<file path="config.mk">
export PLATFORM = sky130hd
export DESIGN_NAME = seg_ring_sequencer
export DESIGN_NICKNAME = d
export VERILOG_FILES = /design/src/rtl/seg_ring_sequencer.sv
export SDC_FILE = /design/constraint.sdc
export NUM_CORES = 1
export LEC_CHECK = 0
export BUFFER_PORTS_ARGS = -buffer_cell sky130_fd_sc_hd__buf_2
export CORE_MARGIN = 10
export CORE_UTILIZATION = 45
export CTS_BUF_LIST = sky130_fd_sc_hd__clkbuf_16
export DETAILED_ROUTE_END_ITERATION = 7
export MAX_ROUTING_LAYER = met4
export SLEW_MARGIN = 30
export SYNTH_ARGS = -nofsm -noshare
export SYNTH_HDL_FRONTEND = slang
export SYNTH_SLANG_ARGS = --single-unit
</file>
<file path="constraint.sdc">
create_clock -name clk_i -period 12 [get_ports clk_i]
set_clock_uncertainty 0.2 [all_clocks]
set_input_delay 0 -clock clk_i [delete_from_list [all_inputs] [get_ports clk_i]]
set_output_delay 0 -clock clk_i [all_outputs]
set_load 0.005 [all_outputs]
</file>
<file path="src/rtl/seg_ring_sequencer.sv">
// Running-circle animation for an N-digit 7-segment display: a lit head plus an
// optional tail walks the outer segment ring while the digits are time-multiplexed.
module seg_ring_sequencer #(
  parameter int N_DIGITS       = 4,
  parameter bit SEG_ACTIVE_LOW = 1'b1,
  parameter bit AN_ACTIVE_LOW  = 1'b1,
  localparam int RING_LEN      = 2 * N_DIGITS + 4,
  localparam int POS_W         = $clog2(RING_LEN),
  localparam int DIG_W         = (N_DIGITS > 1) ? $clog2(N_DIGITS) : 1
) (
  input  logic                clk_i,
  input  logic                rst_ni,
  input  logic                step_tick_i,
  input  logic                scan_tick_i,
  input  logic                start_i,
  input  logic                stop_i,
  input  logic                step_i,
  input  logic                dir_i,
  input  logic [1:0]          tail_len_i,
  output logic [6:0]          seg_o,
  output logic [N_DIGITS-1:0] an_o,
  output logic [POS_W-1:0]    pos_o,
  output logic                lap_o,
  output logic                busy_o
);

  typedef enum logic [1:0] {
    ST_IDLE  = 2'd0,
    ST_RUN   = 2'd1,
    ST_PAUSE = 2'd2
  } state_e;

  localparam logic [POS_W-1:0]    POS_ZERO = {POS_W{1'b0}};
  localparam logic [POS_W-1:0]    POS_ONE  = POS_W'(1);
  localparam logic [POS_W-1:0]    POS_LAST = POS_W'(RING_LEN - 1);
  localparam logic [DIG_W-1:0]    DIG_ZERO = {DIG_W{1'b0}};
  localparam logic [DIG_W-1:0]    DIG_ONE  = DIG_W'(1);
  localparam logic [DIG_W-1:0]    DIG_LAST = DIG_W'(N_DIGITS - 1);
  localparam logic [6:0]          SEG_OFF  = {7{SEG_ACTIVE_LOW}};
  localparam logic [N_DIGITS-1:0] AN_OFF   = {N_DIGITS{AN_ACTIVE_LOW}};

  state_e              state_q, state_d;
  logic [POS_W-1:0]    pos_q, pos_d;
  logic [DIG_W-1:0]    dig_q, dig_d;
  logic                lap_q, lap_d;
  logic [6:0]          seg_q, seg_d;
  logic [N_DIGITS-1:0] an_q, an_d;
  logic [POS_W-1:0]    adv_pos_s;
  logic                adv_wrap_s;
  logic [6:0]          lit_s;
  logic [N_DIGITS-1:0] an_act_s;

  // Position k steps behind p; "behind" is opposite to the travel direction.
  function automatic logic [POS_W-1:0] ring_back(input logic [POS_W-1:0] p, input int k,
                                                 input logic ccw);
    int s;
    if (ccw) begin
      s = int'(p) + k;
    end else begin
      s = int'(p) + RING_LEN - k;
    end
    if (s >= RING_LEN) begin
      s = s - RING_LEN;
    end else begin
      s = s;
    end
    return s[POS_W-1:0];
  endfunction

  // Segment mask that ring position p contributes to digit d (zero if on another digit).
  function automatic logic [6:0] seg_at(input logic [POS_W-1:0] p, input logic [DIG_W-1:0] d);
    int pi;
    int di;
    logic [6:0] m;
    pi = int'(p);
    di = int'(d);
    m  = 7'b0000000;
    if (pi < N_DIGITS) begin
      m = (di == pi) ? 7'b0000001 : 7'b0000000;
    end else if (pi == N_DIGITS) begin
      m = (di == N_DIGITS - 1) ? 7'b0000010 : 7'b0000000;
    end else if (pi == N_DIGITS + 1) begin
      m = (di == N_DIGITS - 1) ? 7'b0000100 : 7'b0000000;
    end else if (pi <= 2 * N_DIGITS + 1) begin
      m = (di == 2 * N_DIGITS + 1 - pi) ? 7'b0001000 : 7'b0000000;
    end else if (pi == 2 * N_DIGITS + 2) begin
      m = (di == 0) ? 7'b0010000 : 7'b0000000;
    end else if (pi == 2 * N_DIGITS + 3) begin
      m = (di == 0) ? 7'b0100000 : 7'b0000000;
    end else begin
      m = 7'b0000000;
    end
    return m;
  endfunction

  // One-position advance in the live direction, flagging the ring wrap.
  always_comb begin
    adv_pos_s  = pos_q;
    adv_wrap_s = 1'b0;
    if (dir_i) begin
      adv_wrap_s = (pos_q == POS_ZERO);
      adv_pos_s  = adv_wrap_s ? POS_LAST : (pos_q - POS_ONE);
    end else begin
      adv_wrap_s = (pos_q == POS_LAST);
      adv_pos_s  = adv_wrap_s ? POS_ZERO : (pos_q + POS_ONE);
    end
  end

  // Control FSM next state and head position; stop always has priority over start.
  always_comb begin
    state_d = state_q;
    pos_d   = pos_q;
    lap_d   = 1'b0;
    case (state_q)
      ST_IDLE: begin
        if (stop_i) begin
          pos_d = POS_ZERO;
        end else if (start_i) begin
          state_d = ST_RUN;
          pos_d   = POS_ZERO;
        end else begin
          pos_d = POS_ZERO;
        end
      end
      ST_RUN: begin
        if (stop_i) begin
          state_d = ST_PAUSE;
        end else if (step_tick_i) begin
          pos_d = adv_pos_s;
          lap_d = adv_wrap_s;
        end else begin
          pos_d = pos_q;
        end
      end
      ST_PAUSE: begin
        if (stop_i) begin
          state_d = ST_IDLE;
          pos_d   = POS_ZERO;
        end else if (start_i) begin
          state_d = ST_RUN;
        end else if (step_i) begin
          pos_d = adv_pos_s;
          lap_d = adv_wrap_s;
        end else begin
          pos_d = pos_q;
        end
      end
      default: begin
        state_d = ST_IDLE;
        pos_d   = POS_ZERO;
      end
    endcase
  end

  // Digit scan and the lit-segment/anode image for the currently scanned digit.
  always_comb begin
    if (scan_tick_i) begin
      dig_d = (dig_q == DIG_LAST) ? DIG_ZERO : (dig_q + DIG_ONE);
    end else begin
      dig_d = dig_q;
    end
    lit_s    = 7'b0000000;
    an_act_s = {N_DIGITS{1'b0}};
    for (int k = 0; k < 4; k++) begin
      if (k <= int'(tail_len_i)) begin
        lit_s = lit_s | seg_at(ring_back(pos_q, k, dir_i), dig_q);
      end else begin
        lit_s = lit_s;
      end
    end
    for (int i = 0; i < N_DIGITS; i++) begin
      an_act_s[i] = (int'(dig_q) == i);
    end
    if (state_q == ST_IDLE) begin
      lit_s    = 7'b0000000;
      an_act_s = {N_DIGITS{1'b0}};
    end else begin
      lit_s    = lit_s;
      an_act_s = an_act_s;
    end
    seg_d = lit_s ^ SEG_OFF;
    an_d  = an_act_s ^ AN_OFF;
  end

  // State, position, scan index and polarity-corrected display registers.
  always_ff @(posedge clk_i or negedge rst_ni) begin
    if (!rst_ni) begin
      state_q <= ST_IDLE;
      pos_q   <= POS_ZERO;
      dig_q   <= DIG_ZERO;
      lap_q   <= 1'b0;
      seg_q   <= SEG_OFF;
      an_q    <= AN_OFF;
    end else begin
      state_q <= state_d;
      pos_q   <= pos_d;
      dig_q   <= dig_d;
      lap_q   <= lap_d;
      seg_q   <= seg_d;
      an_q    <= an_d;
    end
  end

  assign seg_o  = seg_q;
  assign an_o   = an_q;
  assign pos_o  = pos_q;
  assign lap_o  = lap_q;
  assign busy_o = (state_q == ST_RUN) || (state_q == ST_PAUSE);

endmodule

</file>
==> key figures, run 1 <==
Critical path
  • Critical Path Fanout Max: 20
  • Req. time, crit path: 11.98 ns
  • R2R Setup Slk: 6.97 ns
  • Crit path DAT: around 5 ns
  • Critical path class: register to register
  • Worst setup SP type: register
  • Worst Setup End Kind: register

Pwr
  • Net Sw Frac: ~50%
  • Pleak: roughly 1.3 nW
  • Peak VDD IR: 0.000136 V
  • Switching power: 383 uW
  • Clock power frac: 9.1%
  • Pwr Density: 254 nW/um^2
  • Logic pwr share: 75.7%
  • Sequential share of power: 15.3%
  • Total internal power: 373 uW

Clock network
  • Post-CTS setup buffer count: 0
  • Worst-path clk slew: approximately 0.060 ns
  • TritonCTS clock tree: done
  • CTS Sinks: 19
  • CTS H-tree lvls: 1
  • Clock root cell: clkbuf_16
  • Worst-Skew Late Latency: approximately 0.25 ns
  • Clk buf depth: 2
  • Number of CTS-inserted buffers: 3

Timing
  • Setup violations, final: 0
  • Post-Route Setup TNS: 0 ns
  • Final WS setup: about 7.0 ns
  • Fin crit share: 41.9%
  • Max Transition Viols Final: 0
  • Fin crit period: 5.03 ns
  • Max Fclk: slightly below 200 MHz
  • Final Hold Fails: 0
  • RSZ-0062 raised after global routing: no
  • Relative max-transition margin: 50.8%
  • Actual slew at the worst max-slew pin: around 0.73 ns

Logic synthesis
  • Yosys warns: 0
  • Synth top area share: 17.7%
  • Yosys cell types: just under 80
  • Synth area leader: ha_1
  • Number of synthesized flops with an enable pin: 0
  • Sequential share of the synthesized area: a little under a fifth
  • Net count after synthesis: about 370
  • Most numerous cell in the Yosys netlist: ha_1
  • Synth Flop Type: dfstp_2
  • Average cell area after synthesis: 8.43 sq um
  • Async S/R FF share, synth: 100%
  • Yosys reg bits: 19
  • Top cells by area, synth: ha_1, dfstp_2, dfrtp_1, nand2_1, inv_1
  • Synthesized cell area: 2680 sq um
  • Instance count of the mapped netlist: 318
  • Commonest cells post-synth: ha_1, nand2_1, inv_1

Die
  • Die Footprint: 9450 sq um
  • Std cell rows: 28
  • DIE HEIGHT: around 97 microns
  • Die Span X: ~97 microns
  • Initial core utilization: 45.8%
  • Core area: 5850 sq um
  • IO Pins: 27

GRT
  • Remaining Overflow, GRT: 0
  • First-pass GRT wire length: 11,500 microns
  • Initial antenna violation count: 0
  • Largest net degree at the start of global routing: 32
  • Vias in the first global route: 2,228
  • Total Routing Usage GR: between 10% and 20%

Routing
  • Initial DRC Count: 168
  • Post-route ant nets: 0
  • Pre-antenna DRT Iters: 4
  • Via count: 2,383
  • Via density: between 5 and 6
  • DRC: 0
  • Drt wl/cell: 16.6 microns
  • DRT Wirelength: roughly 6900 microns

Placement
  • Number of port buffers: 25
  • DPL Wire Length: 5300 microns
  • GP Congestion: 0.865
  • Worst slack, placed: 6.98 ns

Finish
  • Area Growth Syn to Fin: 11.1%
  • ANT cells: 0
  • Fin nets: 388
  • Layout cells sized above 1: 17.7%
  • Final core utilization: between 50% and 60%

Run status
  • Outcome: finished, final reports clean

Worst hold path
  • Worst Hold Class: primary input to async pin

Flow run
  • Max_cap viols: 0
state kept, by name, indices dropped and copies added, names as in the netlist:
| name | count |
|---|---|
| seg_o | 6 |
| pos_o | 4 |
| state_q | 2 |
| lap_o | 1 |
| dig_q | 2 |
| an_o | 4 |
cell usage in the layout (no fill, tap or decap), types with 3 or more instances in the layout:
cell	n
nor3_1	4
nand4_1	7
mux2i_1	6
clkbuf_16	3
o21ai_1	5
nand3_1	7
and3_1	6
dfrtp_1	9
buf_2	25
a22o_1	4
o21ai_0	12
xor2_1	6
xnor2_1	8
a31oi_1	9
inv_1	21
and2_1	3
nor2b_1	4
o21a_1	3
ha_1	38
nand2_1	28
nor3b_1	4
nand2b_1	7
nor2_1	14
dlygate4sd3_1	9
dfstp_2	10
o211ai_1	3
a21oi_1	14
inv_2	4
nand3b_1	4
o21bai_1	3
a21boi_0	5
power by group through the flow:
stage | registers [mW] | clock network [mW] | logic [mW]
final | 0.115 | 0.0687 | 0.572
after global routing | 0.120 | 0.0732 | 0.642
after CTS | 0.116 | 0.0703 | 0.569
after detailed placement | 0.117 | 0 | 0.557
after global placement | 0.116 | 0 | 0.557
after floorplan | 0.108 | 0 | 0.441
timing repair:
action                                 CTS  global route
endpoints found under the hold margin   26             0
gates resized for setup                  0             0
hold buffers                             9             0
setup endpoints to repair                0             0
worst max-delay path: stages, from the launching register on:
cell and delay, ns:
dfrtp_1 0.74, inv_2 0.27, ha_1 0.51, xnor2_1 0.19
mux2i_1 0.37, inv_1 0.11, ha_1 0.24, o31ai_4 0.41
o41ai_4 0.18, xnor2_1 0.21, ha_1 0.20, inv_1 0.05
ha_1 0.17, inv_1 0.08, o211a_1 0.14, a31oi_1 0.04
nor4b_1 0.27, o21ai_1 0.11, o2111a_1 0.26, a31o_1 0.21
cells by family after synthesis:
group | Yosys count | share of synthesized area (%)
other cells | 1 | 0.140
xor+xnor | 16 | 6.63
compound gates | 89 | 24.8
fa+ha+maj | 38 | 17.7
mux | 10 | 4.48
simple gates | 101 | 20.7
flops | 19 | 18.2
buf+inv | 44 | 7.37
worst paths after layout:
kind,from,depth (start not counted),end
max reg2reg,pos_o[2],19,seg_o[3]
max in group asynchronous,rst_ni,2,seg_o[1]
max,pos_o[2],19,seg_o[3]
min in group clk_i,step_i,5,pos_o[3]
min,rst_ni,2,state_q[0]
min reg2reg,state_q[1],2,state_q[1]
through the flow:
stage | power [mW] | hold slack [ns] | cell area (sq um) | cells
2_1_floorplan | 0.548 | -0.496 | 2680 | 318
3_3_place_gp | 0.673 | -0.234 | 2810 | 401
3_5_place_dp | 0.674 | -0.228 | 2810 | 401
4_1_cts | 0.755 | 0.0411 | 2980 | 414
5_1_grt | 0.834 | 0.0744 | 2980 | 414
6_report | 0.756 | 0.0256 | 2980 | 414
layer usage:
| layer | track usage [%] | wire [microns] | vias up |
|---|---|---|---|
| met5 | - | 0 | - |
| met4 | 3.18 | 74 | 0 |
| met3 | 3.13 | 512 | 8 |
| met2 | 21.2 | 2940 | 73 |
| met1 | 19.9 | 3350 | 1107 |
| li1 | - | - | 1195 |
area by class of cell:
type                            instances  area [sq um]
Fill cell                             555          2870
Inverter                               26          97.6
Clock inverter                          1          5.00
Sequential cell                        19           488
Clock buffer                            3          75.1
Tap cell                               75          93.8
Timing Repair Buffer                   35           223
Multi-Input combinational cell        255          2000
Power figures use the tool's default switching activity.
==> run 2: changes to the inputs <==
--- a/config.mk
+++ b/config.mk
@@ -11,6 +11,7 @@
 export CTS_BUF_LIST = sky130_fd_sc_hd__clkbuf_16
 export DETAILED_ROUTE_END_ITERATION = 7
 export MAX_ROUTING_LAYER = met4
+export PLACE_DENSITY = 0.66
 export SLEW_MARGIN = 30
 export SYNTH_ARGS = -nofsm -noshare
 export SYNTH_HDL_FRONTEND = slang
==> constraint.sdc (replaced) <==
create_clock -name clk_i -period 4.62 [get_ports clk_i]
set_clock_uncertainty 0.2 [all_clocks]
set_input_delay 0 -clock clk_i [delete_from_list [all_inputs] [get_ports clk_i]]
set_output_delay 0 -clock clk_i [all_outputs]
set_load 0.005 [all_outputs]
==> run 2 against run 1 <==
  * Global-route usage rose by 0.28 points
  * Die area did not move
  * Combinational power rose to 2.7 times the previous value
  * Largest power group unchanged
==> key figures, run 2 (synthesis gave the netlist of run 1 again) <==
GRT
  • Vias in the first global route: 2,460
  • Grt met1 use: 18.5%
  • Total Routing Usage GR: 14.8%
  • Remaining Overflow, GRT: 0
  • First-pass GRT wire length: 11,800 microns
  • Met2 Use GR: 23.8%
  • Global route hottest layer: met2
  • Initial antenna violation count: 0
  • GRT met3 Usage: ~1.8%
  • Largest net degree at the start of global routing: 20

Finish
  • Fin nets: 398
  • ANT cells: 0
  • Most common cell after layout, fill and taps aside: ha_1
  • Fin area: 3050 sq um
  • Max reg flops: 6
  • Commonest non-fill, non-tap cells in the layout: ha_1, nand2_1, buf_2
  • Final cell count without fillers: about 420
  • Layout cells sized above 1: between 20% and 30%
  • Area Growth Syn to Fin: 13.8%
  • Final core utilization: 52.2%

Clock network
  • Number of CTS-inserted buffers: 3
  • CTS Sinks: 19
  • CTS H-tree lvls: 1
  • Worst-Skew Late Latency: 0.26 ns
  • Post-CTS setup buffer count: 0
  • Worst-path clk slew: 0.06 ns
  • Clock root cell: clkbuf_16
  • Clk buf depth: 2
  • TritonCTS clock tree: done

Routing
  • DRC: 0
  • Via count: 2,423
  • Drt wl/cell: 16.1 microns
  • Via density: 5.71
  • DRT Wirelength: 6820 microns
  • Pre-antenna DRT Iters: 4
  • Post-route ant nets: 0
  • Initial DRC Count: 135

Critical path
  • Worst setup SP type: register
  • Req. time, crit path: 4.61 ns
  • Worst Setup End Kind: register
  • Critical path's slowest cell: ha_1
  • Critical path class: register to register
  • Crit path DAT: 4.22 ns
  • Critical path's largest stage delay: 0.42 ns
  • Critical Path Fanout Max: 9
  • CP Cell Sequence: inv_1 -> ha_1 -> xnor2_1 -> mux2i_1 -> inv_1 -> ha_1 -> o31ai_4 -> o41ai_4 -> xnor2_1 -> ha_1 -> inv_1 -> ha_1 -> inv_1 -> o211a_1 -> a31oi_1 -> nor4b_1 -> o21ai_1 -> o2111a_1 -> a31o_1

Die
  • Core area: 5850 sq um
  • DIE HEIGHT: 97.2 microns
  • Std cell rows: 28
  • Die Span X: 97.2 microns
  • IO Pins: 27
  • Die Footprint: 9450 sq um
  • Initial core utilization: 45.8%

Placement
  • Placed cell count: 412
  • Number of port buffers: 25
  • Post-placement cell area: about 2900 sq um
  • DPL Wire Length: between 5000 and 6000 microns
  • Worst slack, placed: 0.375 ns
  • GP Congestion: 0.902

Timing
  • Max Fclk: 236 MHz
  • Worst hold margin: 0.0162 ns
  • Fin crit period: around 4.2 ns
  • Actual slew at the worst max-slew pin: roughly 0.64 ns
  • Final WS setup: between 0.3 and 0.4 ns
  • Final Hold Fails: 0
  • Relative max-transition margin: 57.0%
  • Post-Route Setup TNS: 0 ns
  • Setup violations, final: 0
  • Max Transition Viols Final: 0
  • Fin crit share: about nine tenths
  • RSZ-0062 raised after global routing: no

Pwr
  • Pwr Density: 652 nW/um^2
  • Peak VDD IR: 0.000303 V
  • Pleak: around 1.4 nW
  • Total power: just under 2 mW

Flow run
  • Max_cap viols: 0

Run status
  • Outcome: finished, final reports clean

Worst hold path
  • Worst Hold Class: primary input to async pin
[run 2: cell count changes in the layout (fill, tap and decap cells not counted), sizes merged]
cell / change
buf: +11
dlygate4sd3: -1
[run 2: layer usage]
layer | routed length [microns] | part of all wire (%) | vias up
li1 | - | - | 1219
met1 | 3280 | 48 | 1130
met2 | 3130 | 46 | 62
met3 | 261 | 3.8 | 12
met4 | 144 | 2.1 | 0
met5 | 0 | 0 | -
[run 2: where the power goes]
part | total, mW | switching (mW) | internal [mW]
clock network | 0.183 | 0.0666 | 0.116
registers | 0.277 | 0.0421 | 0.235
logic | 1.53 | 0.876 | 0.652
[run 2: final timing paths]
kind                                   end  depth (start not counted)  startpoint  slack, ns
min in group clk_i                pos_o[0]                          5      step_i       0.10
worst min register to register  state_q[1]                          2  state_q[1]       0.43
worst max-delay path              seg_o[3]                         19    pos_o[3]       0.39
worst max register to register    seg_o[3]                         19    pos_o[3]       0.39
worst min-delay path            state_q[0]                          2      rst_ni       0.02
max in group asynchronous          an_o[1]                          2      rst_ni       3.86
[run 2: timing repair]
action                                  CTS  global route
hold buffers                              8             0
endpoints found under the setup margin    0             1
hold endpoints to repair                 26             0
resized for setup                         0             1
[run 2: worst max-delay path: cells and delay by family, from the launching register on]
kind	cells	cell delay (ns)
flip-flops	1	0.39
AND/OR/NAND/NOR	1	0.22
multiplexers	1	0.19
XOR/XNOR	2	0.40
adder cells (fa/ha/maj)	4	1.00
buffers and inverters	4	0.44
AO/OA/AOI/OAI	7	1.34
[run 2: layout make-up]
| class | count | area (sq um) |
|---|---|---|
| fillers | 526 | 2800 |
| multi-input cells | 255 | 2000 |
| flip-flops and latches | 19 | 489 |
| repair buffers | 45 | 295 |
| inverters | 26 | 97.6 |
| well taps | 75 | 93.8 |
| clock buffers | 3 | 75.1 |
| clock inverters | 1 | 5.00 |
